<file path="config.mk">
export PLATFORM = sky130hd
export DESIGN_NAME = inst_fetch
export DESIGN_NICKNAME = d
export VERILOG_FILES = /design/src/rtl/inst_fetch_pkg.sv /design/src/rtl/inst_fetch.sv
export SDC_FILE = /design/constraint.sdc
export NUM_CORES = 1
export LEC_CHECK = 0
export CAP_MARGIN = 20
export CORE_ASPECT_RATIO = 1.4
export CORE_UTILIZATION = 46
export CTS_CLUSTER_SIZE = 24
export DETAILED_ROUTE_END_ITERATION = 8
export PLACE_DENSITY = 0.86
export SLEW_MARGIN = 30
export SYNTH_ARGS = -nofsm -noshare
export SYNTH_HDL_FRONTEND = slang
export SYNTH_SLANG_ARGS = --single-unit
</file>
<file path="constraint.sdc">
create_clock -name clk -period 4.6 [get_ports clk]
set_input_delay 1.38 -clock clk [delete_from_list [all_inputs] [get_ports clk]]
set_output_delay 1.38 -clock clk [all_outputs]
set_load 0.005 [all_outputs]
</file>
<file path="src/rtl/inst_fetch_pkg.sv">
// Shared fetch/execute defines: FSM state encoding, cycle counter width, condition ops and PSR layout.
// Types only; no logic lives here.
package inst_fetch_pkg;

   typedef enum logic [1:0] {
      IDLE   = 2'd0,
      FETCH  = 2'd1,
      EXEC   = 2'd2,
      HALTED = 2'd3
   } fetch_state_t;

   // One counter serves both the ack timeout (up to 254) and the exec settle count (up to 14).
   localparam int CYC_W = 8;
   typedef logic [CYC_W-1:0] cyc_cnt_t;

   typedef enum logic [3:0] {
      COND_EQ = 4'd0,
      COND_NE = 4'd1,
      COND_CS = 4'd2,
      COND_CC = 4'd3,
      COND_MI = 4'd4,
      COND_PL = 4'd5,
      COND_VS = 4'd6,
      COND_VC = 4'd7,
      COND_HI = 4'd8,
      COND_LS = 4'd9,
      COND_GE = 4'd10,
      COND_LT = 4'd11,
      COND_GT = 4'd12,
      COND_LE = 4'd13,
      COND_AL = 4'd14,
      COND_NV = 4'd15
   } cond_op_t;

   typedef struct packed {
      logic n;
      logic z;
      logic c;
      logic v;
   } psr_t;

endpackage

</file>
<file path="src/rtl/inst_fetch.sv">
// Instruction fetch/commit sequencer: IDLE -> FETCH (req held until ack, retried on timeout) -> EXEC (EXEC_CYCLES settle) -> commit.
// Commit strobe is combinational in the last EXEC cycle; stall holds commit, halt parks the FSM after the next commit.
module inst_fetch
   import inst_fetch_pkg::*;
#(
   parameter logic [31:0] RESET_PC    = 32'h0000_0000,
   parameter int          EXEC_CYCLES = 2,
   parameter int          ACK_TIMEOUT = 255
) (
   input  logic        clk,
   input  logic        clr_n,
   input  logic        stall,
   input  logic        halt,
   input  logic [31:0] pcNext,
   input  logic        imemAck,
   input  logic [31:0] imemData,
   output logic        imemReq,
   output logic [31:0] imemAddr,
   output logic [31:0] instr,
   output logic [31:0] pcPlus1,
   output logic        pulse_en,
   output logic        fetchErr,
   output logic        halted
);

   localparam cyc_cnt_t EXEC_LAST = cyc_cnt_t'(EXEC_CYCLES - 1);
   localparam cyc_cnt_t ACK_LAST  = cyc_cnt_t'(ACK_TIMEOUT - 1);

   fetch_state_t state;
   logic [31:0]  pc;
   cyc_cnt_t     cyc_cnt;
   logic         commit;

   assign commit   = (state == EXEC) && (cyc_cnt == EXEC_LAST) && !stall;
   assign pulse_en = commit;
   assign imemAddr = pc;
   assign pcPlus1  = pc + 32'd1;

   always_ff @(posedge clk or negedge clr_n) begin
      if (!clr_n) begin
         state    <= IDLE;
         pc       <= RESET_PC;
         instr    <= '0;
         cyc_cnt  <= '0;
         fetchErr <= 1'b0;
         imemReq  <= 1'b0;
         halted   <= 1'b0;
      end else begin
         case (state)
            IDLE: begin
               state   <= FETCH;
               imemReq <= 1'b1;
            end
            FETCH: begin
               if (imemAck) begin
                  instr   <= imemData;
                  cyc_cnt <= '0;
                  state   <= EXEC;
                  imemReq <= 1'b0;
               end else if (cyc_cnt == ACK_LAST) begin
                  // Timeout: flag it and keep the request up as a retry.
                  fetchErr <= 1'b1;
                  cyc_cnt  <= '0;
               end else begin
                  cyc_cnt <= cyc_cnt + cyc_cnt_t'(1);
               end
            end
            EXEC: begin
               if (commit) begin
                  pc      <= pcNext;
                  cyc_cnt <= '0;
                  if (halt) begin
                     state  <= HALTED;
                     halted <= 1'b1;
                  end else begin
                     state   <= FETCH;
                     imemReq <= 1'b1;
                  end
               end else if (!stall && (cyc_cnt != EXEC_LAST)) begin
                  cyc_cnt <= cyc_cnt + cyc_cnt_t'(1);
               end
            end
            HALTED: begin
               if (!halt) begin
                  state   <= FETCH;
                  halted  <= 1'b0;
                  imemReq <= 1'b1;
               end
            end
            default: begin
               state   <= IDLE;
               imemReq <= 1'b0;
               halted  <= 1'b0;
            end
         endcase
      end
   end

endmodule

</file>
### After elaboration in Yosys (flattened, before gate mapping)

Cells that the tools add are included.

| word-level totals | value |
|---|---|
| register bits after elaboration | 77 |
| bits of input ports | 69 |
| output and inout port bits | 100 |
| logic and storage cells | 53 |

| cells by class | value |
|---|---|
| add/subtract/negate cells | 2 |
| equal/unequal tests | 11 |
| multiplexer cells | 18 |
| bitwise gates (word level) | 1 |
| reduce and logical (&&, ||, !) cells | 14 |

Operators by type and width:

| kind | number |
|---|---|
| adder 32 x 1 -> 32 bit, second input constant | 1 |
| two-way mux 8 bit | 4 |
| case mux 8 bit (2 select lines) | 1 |
| adder 8 x 1 -> 8 bit, second input constant | 1 |
| == test 8 x 1 -> 1 bit, second input constant | 1 |
| == test 8 bit, second input constant | 1 |
| two-way mux 2 bit | 4 |
| != test 2 bit, second input constant | 4 |
| != test 8 x 1 -> 1 bit, second input constant | 1 |
| case mux 2 bit (4 select lines) | 1 |
| AND reduction 2 bit | 4 |
| two-way mux 1 bit | 6 |
| AND reduction 3 bit | 2 |
| == test 2 bit, second input constant | 2 |
| case mux 1 bit (4 select lines) | 1 |
| AND reduction 4 bit | 1 |
| nonzero test 2 bit | 2 |
| logical AND 1 bit | 3 |
| != test 3 x 2 -> 1 bit, second input constant | 1 |
| == test 2 x 1 -> 1 bit, second input constant | 1 |
| logical NOT 2 bit | 1 |
| case mux 1 bit (2 select lines) | 1 |
| logical NOT 1 bit | 1 |
| NOT 1 bit | 1 |

### Logic depth before layout (Yosys ltp)

Gate-level depths: netlist (run 1).

| depth | value |
|---|---|
| word-level depth | 5 |
| depth in mapped cells | 8 |

### Least setup slack after synthesis (run 1)

Ideal clock, no wire load.

| timing | value |
|---|---|
| path kind | input port to output port |
| from | input stall |
| to | output pulse_en |
| arrival time | 1860 ps |
| required time | 3220 ps |
| path slack | 1360 ps |
| stages | 3 |
| path buffers | 1 |
| path through | nand4b_4 > clkinv_2 > buf_6 |

| between the ends | value |
|---|---|
| word-level cells in the longest chain between the ends | 2 |

Ends and longest elaborated chain:

| item | line | RTL |
|---|---|---|
| start: declaration | inst_fetch.sv:12 | `input logic stall,` |
| logical NOT 1 bit | inst_fetch.sv:34 | `assign commit = (state == EXEC) && (cyc_cnt == EXEC_LAST) && !stall;` |
| logical AND 1 bit | inst_fetch.sv:34 |  |
| end: declaration | inst_fetch.sv:21 | `output logic pulse_en,` |

No other way between the ends.

### Worst setup path after layout (run 1)

| timing | value |
|---|---|
| from | register pc[9], in the netlist imemAddr[9] |
| to | output pcPlus1[26] |

| between the ends | value |
|---|---|
| word-level cells in the longest chain between the ends | 1 |

Ends and longest elaborated chain:

| item | line | RTL |
|---|---|---|
| start: declaration | inst_fetch.sv:30 | `logic [31:0] pc;` |
| start signal: assignment | inst_fetch.sv:70 | `pc <= pcNext;` |
| adder 32 x 1 -> 32 bit | inst_fetch.sv:37 | `assign pcPlus1 = pc + 32'd1;` |
| end: declaration | inst_fetch.sv:20 | `output logic [31:0] pcPlus1,` |

No other way between the ends.

==> summary.txt, run 1 <==
Final layout
  – Synth-to-layout area growth: 52.94%
  – Most frequent cells in the layout: 167 x clkdlybuf4s50_1, 77 x dfrtp_1, 62 x mux2_2, 26 x nand2_1, 23 x xnor2_1
  – Footprint of the multi-input gates: 1857 um^2
  – Register Area: 1927 um^2
  – Fillers: 577
  – Commonest non-fill, non-tap cell in the layout: clkdlybuf4s50_1
  – # diodes: 0
  – Nets: 565
  – Post-Layout Cell Count: 594
  – Share of layout cells above drive strength 1: 18.09%

Timing
  – Tmin final: 4.118 ns
  – RSZ-0062 raised after global routing: false
  – Setup TNS Final: 0 ns
  – # setup viols final: 0
  – Max Slew Vio Count: 0
  – Final Hold Violating Endpoints: 0
  – Least-Margin Pin Slew: 0.7666 ns
  – Setup Skew: 0.004613 ns
  – Peak Freq: 242.8 MHz
  – Worst slew margin: 48.51%
  – Final Cycle Share: 89.52%

Critical path
  – Sum of buffers and inverters on the critical path: 1
  – Startpoint Class: register
  – Worst endpoint data arrival time: 2.74 ns
  – Critical path class: reg -> out
  – Peak fanout along the critical path: 14
  – Required time worst endpoint: 3.22 ns
  – Crit path max-delay family: simple AND/OR/NAND/NOR gates
  – Critical path endpoint category: output port
  – Max incr delay on CP: 0.75 ns
  – Worst path cell trace: nand4_4 > nor4_4 > nand4_1 > xnor2_1 > clkdlybuf4s50_1
  – Worst path slowest cell: nor4_4

Routing
  – Routed vias/inst: 5.416
  – Via Count: 3217
  – DRT Pass-1 Iters: 4
  – Wire per inst: 17.33 um
  – DRC Markers: 0
  – DRT iter0 DRCs: 101
  – Post-Route WL: 10290 um
  – Antenna-violating nets left: 0

Pwr
  – Internal power: 0.002163 W
  – NetSw: 0.0008883 W
  – Clk pwr share: 24.3%
  – Maximum vdd drop: 0.3362 mV
  – Sequential power share: 36.8%
  – Power density over cell area: 512.6 nW/um^2
  – Leakage: 2.543 nW
  – Sw frac: 29.11%
  – Gate power share: 38.9%

Synth
  – Post-synthesis instance total: 317
  – Sequential element share of the synthesized area: 49.50%
  – Mapped cell area: 3892 um^2
  – Share of the synthesized area in the top cell type: 49.50%
  – Unique cell type count in the Yosys netlist: 43
  – Syn Nets: 394
  – Most area-consuming cells after synthesis: dfrtp_1 50%, mux2_2 18%, xnor2_1 5.2%
  – Number of synthesis warnings: 0
  – Synth area leader: dfrtp_1
  – Avg Cell Area, Syn: 12.28 um^2
  – Synthesized flop and latch total: 77

Global route
  – Largest net degree at the start of global routing: 78
  – Vias in the first global route: 3297
  – Wire length of the first global-routing pass: 16540 um
  – Total track usage: 24.59%
  – Total gr overflow: 0
  – Initial antenna violation count: 0

Place
  – DP Cell Count: 579
  – Port bufs: 168
  – Post-detail-place hpwl: 7797 um
  – Final GP Congestion: 0.8881

Floorplan
  – Die area: 8839 um^2
  – Die W: 79.75 um
  – Core area: 8198 um^2
  – Top Ports: 169
  – FP Rows: 39
  – Die outline height: 110.8 um
  – Initial Utilization: 47.48%

CTS
  – Clk root buf: clkbuf_16
  – Max Root-Sink Buffers: 2
  – Clock Latency Late Sink: 0.33 ns
  – TritonCTS Buffers: 9
  – TritonCTS clock tree: built
  – Clk sinks: 77
  – Post-cts gate resize count: 0
  – Post-CTS Hold Fix Bufs: 0
  – Reg clk slew, reported paths: 0.06 ns
  – H-tree levels: 3
  – Post-CTS Setup Inserts: 0

Job
  – Max-Cap Viols: 0

Hold path
  – Hold crit path type: reg -> reg

Outcome
  – Outcome: completed
[worst register-to-register path, stage by stage, from the launching register on]
cell and delay (ns):
dfrtp_1 0.41, inv_1 0.09, ha_1 0.44, nor4b_4 0.34, nand4b_4 0.21, clkinv_2 0.09
buf_4 0.39, mux2_2 0.42
[state kept, by name, indices dropped and copies added, names as in the netlist]
register,count
fetchErr,1
halted,1
imemReq,1
imemAddr,32
cyc_cnt,8
instr,32
state,2
[cells in the mapped netlist]
cell type	instances
a2111oi_0	1
nor4_4	2
dfrtp_1	77
nor4b_4	1
buf_1	3
mux2_2	62
a211oi_1	1
and4_1	3
o21a_1	2
o31ai_1	1
nand4b_4	1
nand4_2	1
nor2b_1	1
mux2i_1	3
nand3_1	15
a21oi_1	6
nor2_1	9
nand4_4	1
xor2_1	7
o2111ai_1	1
mux2_1	3
buf_6	5
a31o_2	1
nand2b_1	4
buf_2	2
nor4_1	1
nand2_1	26
and3_1	5
o21ai_0	5
xnor2_1	23
ha_1	8
o21ai_1	1
a221oi_4	1
a21o_1	1
o22ai_1	2
clkinv_2	1
inv_1	7
nand4_1	9
o211ai_1	3
and2_1	4
a211o_1	1
a31oi_1	1
nor3_1	5
[metrics by stage]
step	hold slack [ns]	util (%)	setup WS (ns)	total power, W	instance area [um^2]
floorplan	0.4663	-	1.360	0.001614	3892
detailed placement	0.4852	68.76	0.5762	0.002334	5637
finish	0.4982	72.62	0.4819	0.003052	5953
global route	0.5212	72.62	0.3071	0.003232	5953
CTS	0.5029	72.57	0.4762	0.003092	5949
global placement	0.4865	68.76	0.5921	0.002275	5637
[metal layers]
metal	global-route usage (%)	part of all wire (%)	vias to the layer above	routed length (um)
met5	0	0	-	0
met4	10.95	2.2	0	231
met3	6.914	8.0	17	822
met2	43.65	53	130	5494
met1	26.45	36	1595	3744
li1	-	-	1475	-
[power by group through the flow]
stage               clock (W)  combinational, W  sequential (W)
global route         0.000789           0.00129         0.00116
detailed placement          0           0.00120         0.00113
global placement            0           0.00116         0.00111
CTS                  0.000763           0.00121         0.00112
floorplan                   0          0.000503         0.00111
finish               0.000742           0.00119         0.00112
[area by class of cell]
class                      instances  share of cell area [%]
clock buffer                       9                   3.783
clock inverter                     6                   1.471
inverter                           8                  0.5254
multi-input combinational        222                   31.19
sequential                        77                   32.37
tap                              102                   2.144
timing repair buffer             170                   28.52
[path summary, 6_finish.rpt]
path / from / to / slack [ns] / depth (start not counted)
hold / removal: fetchErr$_DFFE_PN0P_ / fetchErr$_DFFE_PN0P_ / 0.50 / 1
setup / recovery: imemAddr[9]$_DFFE_PN0P_ / pcPlus1[26] / 0.48 / 5
setup reg to reg: state[0]$_DFFE_PN0P_ / imemAddr[27]$_DFFE_PN0P_ / 2.08 / 7
max in group asynchronous: clr_n / cyc_cnt[2]$_DFFE_PN0P_ / 3.02 / 1
hold reg to reg: fetchErr$_DFFE_PN0P_ / fetchErr$_DFFE_PN0P_ / 0.50 / 1
min in group asynchronous: clr_n / instr[28]$_DFFE_PN0P_ / 1.05 / 1
[cell families after synthesis]
| kind of cell | after synthesis | share of synthesized area, % |
|---|---|---|
| AND/OR/NAND/NOR | 88 | 13.66 |
| flip-flops | 77 | 49.50 |
| buffers and inverters | 18 | 2.796 |
| adder cells (fa/ha/maj) | 8 | 2.572 |
| multiplexers | 68 | 19.58 |
| XOR/XNOR | 30 | 6.750 |
| AO/OA/AOI/OAI | 28 | 5.143 |
(Power assumes the default switching activity.)
==> inputs of run 2 (changes only) <==
- MAX_ROUTING_LAYER: default -> met4
==> summary.txt, run 2 (same netlist as run 1, synthesis figures left out) <==
CTS
  – Clk sinks: 77
  – Post-CTS Hold Fix Bufs: 0
  – TritonCTS clock tree: built
  – Max Root-Sink Buffers: 2
  – Post-cts gate resize count: 0
  – TritonCTS Buffers: 9
  – Post-CTS Setup Inserts: 0
  – Clk root buf: clkbuf_16
  – Clock Latency Late Sink: 0.33 ns
  – Reg clk slew, reported paths: 0.06 ns
  – H-tree levels: 3

Critical path
  – Worst endpoint data arrival time: 2.63 ns
  – Peak fanout along the critical path: 6
  – Max incr delay on CP: 0.49 ns
  – Worst path slowest cell: clkdlybuf4s50_1
  – Worst path cell trace: clkdlybuf4s50_1 > nand4b_4 > clkinv_2 > clkdlybuf4s50_1
  – Critical path endpoint category: output port
  – Startpoint Class: primary input
  – R2r setup slk: 2.10 ns
  – CP most frequent cell: clkdlybuf4s50_1
  – Required time worst endpoint: 3.22 ns
  – Critical path class: in -> out

Hold path
  – Hold crit path type: reg -> reg

Global route
  – Total track usage: 24.96%
  – Total gr overflow: 0
  – Initial antenna violation count: 0
  – Vias in the first global route: 3195
  – Wire length of the first global-routing pass: 16370 um
  – Largest net degree at the start of global routing: 78

Place
  – Final GP Congestion: 0.9054
  – Post-detail-place hpwl: 7649 um
  – Pre-CTS setup slack: 0.5860 ns
  – Port bufs: 168
  – DP Cell Count: 579

Pwr
  – Maximum vdd drop: 0.3528 mV
  – Gate power share: 40.2%
  – Sequential power share: 38.2%
  – NetSw: 0.0008873 W
  – Internal power: 0.002055 W
  – Power density over cell area: 497.9 nW/um^2
  – Sw frac: 30.16%
  – Clk pwr share: 21.6%
  – Leakage: 2.520 nW

Timing
  – Tmin final: 4.010 ns
  – Final Hold Violating Endpoints: 0
  – Final worst slack: 0.5900 ns
  – RSZ-0062 raised after global routing: false
  – Least-Margin Pin Slew: 0.7041 ns
  – Peak Freq: 249.4 MHz
  – Final Cycle Share: 87.17%
  – Setup Skew: 0.004501 ns
  – Hold_ws: 0.4988 ns
  – Worst slew margin: 52.57%
  – Setup TNS Final: 0 ns
  – # setup viols final: 0
  – Max Slew Vio Count: 0

Final layout
  – # diodes: 0
  – Commonest non-fill, non-tap cell in the layout: clkdlybuf4s50_1
  – Most frequent cells in the layout: 167 x clkdlybuf4s50_1, 77 x dfrtp_1, 62 x mux2_2, 26 x nand2_1, 23 x xnor2_1
  – Post-Layout Cell Count: 595
  – Final core area utilization: 72.08%
  – Nets: 565
  – Synth-to-layout area growth: 51.82%
  – Share of layout cells above drive strength 1: 18.05%

Floorplan
  – Top Ports: 169
  – Die outline height: 110.8 um
  – Initial Utilization: 47.48%
  – FP Rows: 39
  – Die area: 8839 um^2
  – Die W: 79.75 um
  – Core area: 8198 um^2

Routing
  – DRC Markers: 0
  – DRT iter0 DRCs: 184
  – Antenna-violating nets left: 0
  – Post-Route WL: 10110 um
  – DRT Pass-1 Iters: 4
  – Wire per inst: 16.99 um
  – Routed vias/inst: 5.297
  – Via Count: 3152

Outcome
  – Outcome: completed

Job
  – Max-Cap Viols: 0
==> run 2: final cells by class <==
class / count / area (um^2)
clock buffer: 10 / 229.0
clock inverter: 6 / 40.04
fill: 557 / 2288
inverter: 8 / 31.28
multi-input combinational: 222 / 1857
sequential: 77 / 1927
tap: 102 / 127.6
timing repair buffer: 170 / 1698
==> run 2: stage by stage <==
stage | area [um^2] | power [W]
after global placement | 5637 | 0.002275
after global routing | 5909 | 0.003123
after detailed placement | 5637 | 0.002329
after floorplan | 3892 | 0.001614
final | 5909 | 0.002942
after CTS | 5906 | 0.002978
==> run 2: per-layer routing <==
metal  up-vias  wire, um  track usage, %
met5         -         0               -
met4         0       149           8.333
met3        12       865           7.243
met2       142      5264           42.34
met1      1520      3832           27.69
li1       1478         -               -
==> run 2: path summary, 6_finish.rpt <==
path | to | cells after the start | start
worst max-delay path | pulse_en | 4 | stall
worst min-delay path | fetchErr$_DFFE_PN0P_ | 1 | fetchErr$_DFFE_PN0P_
worst max register to register | imemAddr[24]$_DFFE_PN0P_ | 7 | state[0]$_DFFE_PN0P_
worst min register to register | fetchErr$_DFFE_PN0P_ | 1 | fetchErr$_DFFE_PN0P_
max in group asynchronous | imemAddr[0]$_DFFE_PN0P_ | 1 | clr_n
min in group asynchronous | instr[27]$_DFFE_PN0P_ | 1 | clr_n
==> run 2: worst max-delay path: cells and delay by family <==
kind | cells | cell delay [ns]
simple gates | 1 | 0.24
buf+inv | 3 | 1.00
==> run 2: power by group through the flow <==
stage / Clock, W / Sequential (W) / Combinational (W)
after floorplan: 0 / 0.00111 / 0.000503
after global placement: 0 / 0.00111 / 0.00116
after detailed placement: 0 / 0.00113 / 0.00119
after CTS: 0.000654 / 0.00112 / 0.00120
after global routing: 0.000686 / 0.00116 / 0.00128
final: 0.000635 / 0.00112 / 0.00118
==> inputs of run 3 (changes only) <==
- RECOVER_POWER: default -> 25
==> summary.txt, run 3 (same netlist as run 1, synthesis figures left out) <==
Routing
  – DRC Markers: 0
  – DRT Pass-1 Iters: 4
  – DRT iter0 DRCs: 184
  – Post-Route WL: 10100 um
  – Antenna-violating nets left: 0
  – Via Count: 3154
  – Wire per inst: 16.98 um
  – Routed vias/inst: 5.301

CTS
  – Reg clk slew, reported paths: 0.06 ns
  – H-tree levels: 3
  – Max Root-Sink Buffers: 2
  – Post-CTS Setup Inserts: 0
  – Post-CTS Hold Fix Bufs: 0
  – Post-cts gate resize count: 0
  – TritonCTS clock tree: built
  – Clk root buf: clkbuf_16
  – Clk sinks: 77
  – Clock Latency Late Sink: 0.33 ns
  – TritonCTS Buffers: 9

Timing
  – Final worst slack: 0.5924 ns
  – Least-Margin Pin Slew: 1.920 ns
  – Tmin final: 4.008 ns
  – Final Cycle Share: 87.12%
  – RSZ-0062 raised after global routing: false
  – # setup viols final: 0
  – Worst slew margin: -27.97%
  – Setup TNS Final: 0 ns
  – Setup Skew: 0.004513 ns
  – Max Slew Vio Count: 78
  – Final Hold Violating Endpoints: 0
  – Peak Freq: 249.5 MHz

Pwr
  – Maximum vdd drop: 0.3529 mV
  – Leakage: 2.518 nW
  – Power density over cell area: 498.3 nW/um^2
  – PnR Total Power: 0.002942 W

Global route
  – Initial antenna violation count: 0
  – Wire length of the first global-routing pass: 16370 um
  – Vias in the first global route: 3195
  – Total gr overflow: 0
  – Total track usage: 24.96%
  – Largest net degree at the start of global routing: 78

Critical path
  – Crit path max-delay family: buffers and inverters
  – Worst endpoint data arrival time: 2.63 ns
  – Critical Path Sink: pulse_en
  – Reg2Reg Capture Point: imemAddr[24]$_DFFE_PN0P_
  – R2r setup slk: 2.11 ns
  – Startpoint Class: primary input
  – Critical path endpoint category: output port
  – Peak fanout along the critical path: 6
  – Worst path slowest cell: clkdlybuf4s50_1
  – Critical path class: in -> out
  – Critical path depth in cells: 4
  – Worst path cell trace: clkdlybuf4s50_1 > nand4b_4 > clkinv_2 > clkdlybuf4s50_1
  – Max incr delay on CP: 0.49 ns
  – Sum of buffers and inverters on the critical path: 3
  – Required time worst endpoint: 3.22 ns
  – Worst setup path startpoint: stall
  – Worst r2r src: state[0]$_DFFE_PN0P_
  – CP most frequent cell: clkdlybuf4s50_1
  – Worst R2R Path Depth: 7

Final layout
  – Commonest non-fill, non-tap cell in the layout: clkdlybuf4s50_1
  – Synth-to-layout area growth: 51.66%
  – Fillers: 559
  – Nets: 565
  – Share of layout cells above drive strength 1: 18.05%
  – Footprint of the multi-input gates: 1857 um^2
  – Register Area: 1927 um^2
  – Post-route cell area: 5903 um^2
  – Final core area utilization: 72.01%
  – # diodes: 0
  – Most frequent cells in the layout: 167 x clkdlybuf4s50_1, 77 x dfrtp_1, 62 x mux2_2, 26 x nand2_1, 23 x xnor2_1

Place
  – Final GP Congestion: 0.9054
  – Post-detail-place hpwl: 7649 um
  – Cell area after placement: 5637 um^2
  – Pre-CTS setup slack: 0.5860 ns
  – Port bufs: 168

Job
  – Max-Cap Viols: 1

Floorplan
  – Die W: 79.75 um
  – Core area: 8198 um^2
  – Top Ports: 169
  – Die area: 8839 um^2
  – Initial Utilization: 47.48%
  – Die outline height: 110.8 um
  – FP Rows: 39

Hold path
  – Hold crit path type: reg -> reg
  – Worst hold stages: 1

Outcome
  – Outcome: complete, but fails checks
  – Violated checks: capacitance limit, slew limit
run 3: changes by cell type in the layout (fill, tap and decap cells not counted), sizes merged:
cell | previous run | this run
buf | 3 | 2
clkbuf | 10 | 11
run 3: worst min path at each step:
stage                                      from                    end  slack [ns]
after floorplan            fetchErr$_DFFE_PN0P_   fetchErr$_DFFE_PN0P_        0.47
after global placement    instr[13]$_DFFE_PN0P_  instr[13]$_DFFE_PN0P_        0.49
after detailed placement   fetchErr$_DFFE_PN0P_   fetchErr$_DFFE_PN0P_        0.48
after CTS                  instr[1]$_DFFE_PN0P_   instr[1]$_DFFE_PN0P_        0.51
after global routing      instr[12]$_DFFE_PN0P_  instr[12]$_DFFE_PN0P_        0.53
final                      fetchErr$_DFFE_PN0P_   fetchErr$_DFFE_PN0P_        0.50
run 3: where the power goes:
group          leakage [nW]  switching (W)  internal, W
clock network         0.132       0.000271     0.000364
logic                  1.41       0.000408     0.000776
registers             0.975       0.000209     0.000914
run 3: area by class of cell:
cell class	count	share of cell area [%]
clock buffer	10	3.879
clock inverter	6	0.6783
inverter	8	0.5299
multi-input combinational	222	31.45
sequential	77	32.64
tap	102	2.162
timing repair buffer	170	28.66
run 3: metrics by stage:
| step | hold WS [ns] | std cells |
|---|---|---|
| after floorplan | 0.4663 | 317 |
| after global placement | 0.4860 | 579 |
| after detailed placement | 0.4817 | 579 |
| after CTS | 0.5060 | 595 |
| after global routing | 0.5254 | 595 |
| final | 0.4978 | 595 |
run 3: layer usage:
layer	vias up	GRT usage, %	part of all wire (%)
li1	1476	-	-
met1	1513	27.69	38
met2	151	42.34	52
met3	14	7.243	8.6
met4	0	8.333	1.6
met5	-	-	0
